## config.mk

```make
export PLATFORM = sky130hd
export DESIGN_NAME = buttons_reader_flat
export DESIGN_NICKNAME = d
export VERILOG_FILES = /design/src/rtl/buttons_pkg.sv /design/src/rtl/buttons_reader_if.sv /design/src/rtl/buttons_reader_debounce_cell.sv /design/src/rtl/buttons_reader.sv /design/src/flat_wrapper.sv
export SDC_FILE = /design/constraint.sdc
export NUM_CORES = 1
export LEC_CHECK = 0
export ABC_AREA = 1
export ABC_CLOCK_PERIOD_IN_PS = 2200
export CAP_MARGIN = 20
export CORE_UTILIZATION = 40
export DETAILED_ROUTE_END_ITERATION = 12
export GPL_TIMING_DRIVEN = 0
export PLACE_DENSITY_LB_ADDON = 0.12
export SLEW_MARGIN = 40
export SYNTH_ARGS = -nofsm -noshare
export SYNTH_HDL_FRONTEND = slang
export SYNTH_SLANG_ARGS = --single-unit
```

## constraint.sdc

```tcl
create_clock -name CLK -period 2.2 [get_ports CLK]
set_input_delay 0.66 -clock CLK [delete_from_list [all_inputs] [get_ports CLK]]
set_output_delay 0.66 -clock CLK [all_outputs]
set_load 0.01 [all_outputs]
```

## src/rtl/buttons_pkg.sv

```systemverilog
// Shared constants and the event word layout for the button reader.
package buttons_pkg;

    localparam int NUM_BUTTONS = 4;
    localparam int CNT_WIDTH   = 4;

    typedef struct packed {
        logic [NUM_BUTTONS-1:0] release_m;
        logic [NUM_BUTTONS-1:0] press_m;
    } btn_evt_t;

endpackage

```

## src/rtl/buttons_reader_if.sv

```systemverilog
// Board-side buttons plus the valid/ready event channel toward the consumer.
interface buttons_reader_if;
    import buttons_pkg::*;

    logic [NUM_BUTTONS-1:0]   BTN_IN;
    logic [NUM_BUTTONS-1:0]   LEVEL;
    logic [NUM_BUTTONS-1:0]   PRESS;
    logic [NUM_BUTTONS-1:0]   RELEASE;
    logic                     EVT_VALID;
    logic [2*NUM_BUTTONS-1:0] EVT_DATA;
    logic                     EVT_READY;
    logic                     EVT_OVERRUN;

    // The reader produces levels and events; the consumer supplies EVT_READY.
    modport master (
        input  BTN_IN, EVT_READY,
        output LEVEL, PRESS, RELEASE, EVT_VALID, EVT_DATA, EVT_OVERRUN
    );

    modport slave (
        output BTN_IN, EVT_READY,
        input  LEVEL, PRESS, RELEASE, EVT_VALID, EVT_DATA, EVT_OVERRUN
    );

endinterface

```

## src/rtl/buttons_reader_debounce_cell.sv

```systemverilog
// One button: two-flop synchronizer, tick-driven persistence counter,
// accepted level and single-cycle press/release pulses.
module debounce_cell
    import buttons_pkg::*;
#(
    parameter int   STABLE_TICKS = 4,
    parameter logic RESET_BIT    = 1'b0
) (
    input  logic CLK,
    input  logic RSTN,
    input  logic tick_i,
    input  logic btn_i,
    output logic level_o,
    output logic press_o,
    output logic release_o
);

    logic                 meta_q, sync_q;
    logic                 level_q, level_d;
    logic                 press_q, press_d;
    logic                 rel_q, rel_d;
    logic [CNT_WIDTH-1:0] cnt_q, cnt_d;

    always_comb begin
        level_d = level_q;
        cnt_d   = cnt_q;
        press_d = 1'b0;
        rel_d   = 1'b0;
        if (tick_i) begin
            if (sync_q == level_q) begin
                cnt_d = '0;
            end else if (cnt_q == CNT_WIDTH'(STABLE_TICKS - 1)) begin
                // Input has differed for STABLE_TICKS ticks in a row: accept it.
                level_d = sync_q;
                cnt_d   = '0;
                press_d = sync_q;
                rel_d   = ~sync_q;
            end else begin
                cnt_d = cnt_q + CNT_WIDTH'(1);
            end
        end
    end

    always_ff @(posedge CLK or negedge RSTN) begin
        if (!RSTN) begin
            meta_q  <= RESET_BIT;
            sync_q  <= RESET_BIT;
            level_q <= RESET_BIT;
            cnt_q   <= '0;
            press_q <= 1'b0;
            rel_q   <= 1'b0;
        end else begin
            meta_q  <= btn_i;
            sync_q  <= meta_q;
            level_q <= level_d;
            cnt_q   <= cnt_d;
            press_q <= press_d;
            rel_q   <= rel_d;
        end
    end

    assign level_o   = level_q;
    assign press_o   = press_q;
    assign release_o = rel_q;

endmodule

```

## src/rtl/buttons_reader.sv

```systemverilog
// Debounced four-button reader: shared prescaler, per-button cells and a
// merging valid/ready event register.
module buttons_reader
    import buttons_pkg::*;
#(
    parameter int                     PRESCALER_WIDTH = 16,
    parameter int                     STABLE_TICKS    = 4,
    parameter logic [NUM_BUTTONS-1:0] RESET_LEVEL     = '0
) (
    input  logic             CLK,
    input  logic             RSTN,
    buttons_reader_if.master bus
);

    logic [PRESCALER_WIDTH-1:0] presc_q;
    logic                       tick;
    logic [NUM_BUTTONS-1:0]     level_w, press_w, rel_w;

    btn_evt_t evt_p;
    btn_evt_t evt_data_q, evt_data_d;
    logic     evt_valid_q, evt_valid_d;
    logic     ovr_q, ovr_d;
    logic     evt_any, evt_xfer;

    always_ff @(posedge CLK or negedge RSTN) begin
        if (!RSTN) presc_q <= '0;
        else       presc_q <= presc_q + PRESCALER_WIDTH'(1);
    end

    assign tick = &presc_q;

    generate
        for (genvar gi = 0; gi < NUM_BUTTONS; gi++) begin : g_cell
            debounce_cell #(
                .STABLE_TICKS(STABLE_TICKS),
                .RESET_BIT   (RESET_LEVEL[gi])
            ) u_cell (
                .CLK      (CLK),
                .RSTN     (RSTN),
                .tick_i   (tick),
                .btn_i    (bus.BTN_IN[gi]),
                .level_o  (level_w[gi]),
                .press_o  (press_w[gi]),
                .release_o(rel_w[gi])
            );
        end
    endgenerate

    assign evt_p.release_m = rel_w;
    assign evt_p.press_m   = press_w;
    assign evt_any         = |evt_p;
    assign evt_xfer        = evt_valid_q & bus.EVT_READY;

    always_comb begin
        evt_valid_d = evt_valid_q;
        evt_data_d  = evt_data_q;
        ovr_d       = 1'b0;
        if (!evt_valid_q) begin
            if (evt_any) begin
                evt_data_d  = evt_p;
                evt_valid_d = 1'b1;
            end
        end else if (evt_xfer) begin
            if (evt_any) evt_data_d  = evt_p;
            else         evt_valid_d = 1'b0;
        end else if (evt_any) begin
            // Consumer is stalled: fold the new edges in and flag the merge.
            evt_data_d = evt_data_q | evt_p;
            ovr_d      = 1'b1;
        end
    end

    always_ff @(posedge CLK or negedge RSTN) begin
        if (!RSTN) begin
            evt_valid_q <= 1'b0;
            evt_data_q  <= '0;
            ovr_q       <= 1'b0;
        end else begin
            evt_valid_q <= evt_valid_d;
            evt_data_q  <= evt_data_d;
            ovr_q       <= ovr_d;
        end
    end

    assign bus.LEVEL       = level_w;
    assign bus.PRESS       = press_w;
    assign bus.RELEASE     = rel_w;
    assign bus.EVT_VALID   = evt_valid_q;
    assign bus.EVT_DATA    = evt_data_q;
    assign bus.EVT_OVERRUN = ovr_q;

endmodule

```

## src/flat_wrapper.sv

```systemverilog
// flat-port wrapper written by rule: the top's interface ports become plain ports
module buttons_reader_flat import buttons_pkg::*;
#(
    parameter int                     PRESCALER_WIDTH = 16,
    parameter int                     STABLE_TICKS    = 4,
    parameter logic [NUM_BUTTONS-1:0] RESET_LEVEL     = '0
)
  (CLK, RSTN, bus_BTN_IN, bus_EVT_READY, bus_LEVEL, bus_PRESS, bus_RELEASE, bus_EVT_VALID, bus_EVT_DATA, bus_EVT_OVERRUN);
  buttons_reader_if bus_i ();
  input  logic CLK;
  input  logic RSTN;
  input wire logic [$bits(bus_i.BTN_IN)-1:0] bus_BTN_IN;
  input wire logic [$bits(bus_i.EVT_READY)-1:0] bus_EVT_READY;
  output wire logic [$bits(bus_i.LEVEL)-1:0] bus_LEVEL;
  output wire logic [$bits(bus_i.PRESS)-1:0] bus_PRESS;
  output wire logic [$bits(bus_i.RELEASE)-1:0] bus_RELEASE;
  output wire logic [$bits(bus_i.EVT_VALID)-1:0] bus_EVT_VALID;
  output wire logic [$bits(bus_i.EVT_DATA)-1:0] bus_EVT_DATA;
  output wire logic [$bits(bus_i.EVT_OVERRUN)-1:0] bus_EVT_OVERRUN;
  assign bus_i.BTN_IN = bus_BTN_IN;
  assign bus_i.EVT_READY = bus_EVT_READY;
  assign bus_LEVEL = bus_i.LEVEL;
  assign bus_PRESS = bus_i.PRESS;
  assign bus_RELEASE = bus_i.RELEASE;
  assign bus_EVT_VALID = bus_i.EVT_VALID;
  assign bus_EVT_DATA = bus_i.EVT_DATA;
  assign bus_EVT_OVERRUN = bus_i.EVT_OVERRUN;
  buttons_reader #(.PRESCALER_WIDTH(PRESCALER_WIDTH), .STABLE_TICKS(STABLE_TICKS), .RESET_LEVEL(RESET_LEVEL)) u_core (.CLK(CLK), .RSTN(RSTN), .bus(bus_i));
endmodule
```

==> summary.md <==
| Metric | Value |
|---|---|
| Status | finished, final reports clean |
| CTS tree | yes |
| Psw | 0.000442 W |
| Die extent in y | 87.3 microns |
| Total power | 0.00205 W |
| Root Driver | clkbuf_8 |
| Routed wire length | 5270 microns |
| Ys async rst share | 100% |
| Die ar. | 7630 sq um |
| Diodes inserted | 0 |
| Vias in the first global route | 1,923 |
| Pleak | 1.72 nW |
| Grt total ovfl | 0 |
| Most frequent cell after synthesis | nand2_1 |
| Part of the power in combinational logic | 2.5% |
| Core area | 6910 sq um |
| # clock sinks | 62 |
| Sequential area share after synthesis | 53.3% |
| Setup bufs post-CTS | 0 |
| Register Area | 1550 sq um |
| Critical Path Sink Type | primary output |
| Top post-synthesis cells by area | dfrtp_1 53%, nand2_1 12%, inv_1 4.3%, nand3_1 4.1%, xnor2_1 3.3% |
| Net Sw Frac | 21.5% |
| # DRC | 0 |
| Synthesized area | 2910 sq um |
| Largest fanout on the critical path | 4 |
| Antenna-violating nets left | 0 |
| Fmax | 491 MHz |
| Clk slew on worst S/H paths | 0.06 ns |
| Share of cells above drive strength 1 | 13.1% |
| Seq cells post-synth | 62 |
| Final Max Tran Viols | 0 |
| Vias per inst | 4.62 |
| GP Congestion | 0.771 |
| Cts repair resizes | 0 |
| Fill cell count | 689 |
| DPL Wire Length | 3810 microns |
| Starting DRT DRC Count | 91 |
| Synth area leader | dfrtp_1 |
| Row count | 30 |
| Critical Path RT | 1.54 ns |
| Global-route usage over all layers | 16.5% |
| Final hold violations | 0 |
| Multi-input logic area | 1110 sq um |
| Area delta synth->final | 19.9% |
| Clock network power share | 41.4% |
| Worst hold slack | 0.257 ns |
| Netlist cell types | 22 |
| Largest net degree at the start of global routing | 33 |
| Setup Viol. Count Final | 0 |
| Worst slew margin | 63.7% |
| Pint | 0.00161 W |
| Initial Utilization | 42.2% |
| First-pass GRT wire length | 9180 microns |
| Ys Warns | 0 |
| Reg2reg path depth | 8 |
| Fin Clk Skew | 0.00990 ns |
| Initial antenna violation count | 0 |
| Vias | 2,100 |
| CTS buffer count | 9 |
| Max-cap viol count | 0 |
| Synth top area share | 53.3% |
| Drt first pass iters | 4 |
| CTS Buffer Depth | 2 |
| Post-synthesis cell count | 317 |
| Placed Area | 3330 sq um |
| Hold Path Class | primary input to async pin |
| Syn Nets | 329 |
| Peak supply drop | 377 uV |
| Share of power burned in registers | 56.2% |
| Ys flop type | dfrtp_1 |
| H-tree lvl count | 3 |
| EDFF count, synth | 0 |
| Wire per inst | 11.6 microns |
| Unrepaired setup endpoints after global routing | no |
| Startpoint Class | flop |
| Slew at the pin closest to its max-slew limit | 0.540 ns |
| Crit share post-route | 92.6% |
| Die X | 87.3 microns |
| Final Critical Period | 2.04 ns |
| Post-Layout Cell Count | 455 |
| CP Class | flop to primary output |
| Mapped Avg Cell Area | 9.19 sq um |
| I/O Buffers | 28 |
| Placed Instances | 442 |
| Total Nets Final | 369 |
| Design area | 3490 sq um |
| Hold-fix buffers, CTS | 0 |
| Top-level port count | 29 |
| Most common library cells after synthesis | 92 x nand2_1, 62 x dfrtp_1, 33 x inv_1 |
| Data arrival, critical path | 1.38 ns |
| Final core utilization | 50.6% |
| PD cells | 588 nW/um^2 |
| Worst-Skew Late Latency | 0.33 ns |
cell type report:
| class | instances | area share (%) |
|---|---|---|
| buffer | 15 | 3.55 |
| clock buffer | 11 | 4.34 |
| clock inverter | 2 | 0.287 |
| inverter | 35 | 3.76 |
| multi-input combinational | 205 | 31.7 |
| sequential | 62 | 44.4 |
| tap | 96 | 3.44 |
| timing repair buffer | 29 | 8.53 |
routing by layer:
| metal | routed length (microns) | part of all wire [%] | track usage (%) | vias to the layer above |
|---|---|---|---|---|
| met3 | 218 | 4.1 | 6.64 | 6 |
| li1 | - | - | - | 1063 |
| met4 | 51 | 0.97 | 4.47 | 0 |
| met5 | 0 | 0 | 0 | - |
| met1 | 2590 | 49 | 20.8 | 987 |
| met2 | 2410 | 46 | 26.3 | 44 |
power groups by stage:
stage / logic (W) / registers [W] / clock network (W)
CTS: 0.0000538 / 0.00115 / 0.000889
global route: 0.0000606 / 0.00115 / 0.000942
detailed placement: 0.0000539 / 0.00117 / 0
floorplan: 0.0000126 / 0.00117 / 0
finish: 0.0000509 / 0.00115 / 0.000849
global placement: 0.0000491 / 0.00117 / 0
sequential cells by signal, summed over array words and instances, names as in the netlist:
register                        count
u_core.bus.EVT_DATA                 8
u_core.g_cell.u_cell.cnt_q         16
u_core.g_cell.u_cell.meta_q         4
u_core.presc_q                     16
u_core.g_cell.u_cell.sync_q         4
u_core.g_cell.u_cell.press_o        4
u_core.bus.EVT_VALID                1
u_core.g_cell.u_cell.release_o      4
u_core.g_cell.u_cell.level_o        4
u_core.bus.EVT_OVERRUN              1
critical path: stages, from the launching register on:
cell and delay (ns):
dfrtp_1 0.41, buf_4 0.13, clkdlybuf4s50_1 0.52
per-stage QoR:
step           setup TNS, ns  setup WS [ns]
2_1_floorplan              0          0.785
3_3_place_gp          -98.29          -1.59
3_5_place_dp               0          0.452
4_1_cts                    0          0.138
5_1_grt                    0         0.0633
6_report                   0          0.162
worst paths after layout:
path                                                  from                          endpoint  slack [ns]
setup / recovery           u_core.g_cell[0].u_cell.level_o                      bus_LEVEL[0]        0.16
hold / removal                                        RSTN            u_core.bus.EVT_OVERRUN        0.26
setup reg to reg                         u_core.presc_q[0]  u_core.g_cell[1].u_cell.cnt_q[1]        0.50
hold reg to reg             u_core.g_cell[1].u_cell.meta_q    u_core.g_cell[1].u_cell.sync_q        0.34
max in group asynchronous                             RSTN                 u_core.presc_q[4]        1.44
min in group CLK            u_core.g_cell[1].u_cell.meta_q    u_core.g_cell[1].u_cell.sync_q        0.34
cell families after synthesis:
group | share of synthesized area [%]
compound gates | 1.72
fa+ha+maj | 2.15
xor+xnor | 6.61
buf+inv | 8.76
flops | 53.3
simple gates | 27.5
cell usage in the layout (no fill, tap or decap):
cell / instances
xnor2_1: 11
nand2_4: 1
buf_4: 13
buf_12: 1
buf_6: 3
xor2_1: 11
nor2_1: 23
ha_1: 5
nor2_2: 1
nor3_1: 7
clkdlybuf4s50_1: 27
nor2_4: 2
nand3_1: 24
nand4_2: 1
clkinv_2: 2
o21ai_1: 5
nor3_4: 1
nand4_4: 1
clkbuf_8: 11
nor3_2: 8
o21ai_0: 5
inv_1: 33
nand4_1: 7
dfrtp_1: 62
inv_2: 2
nand2_1: 92
Power figures use the tool's default switching activity.
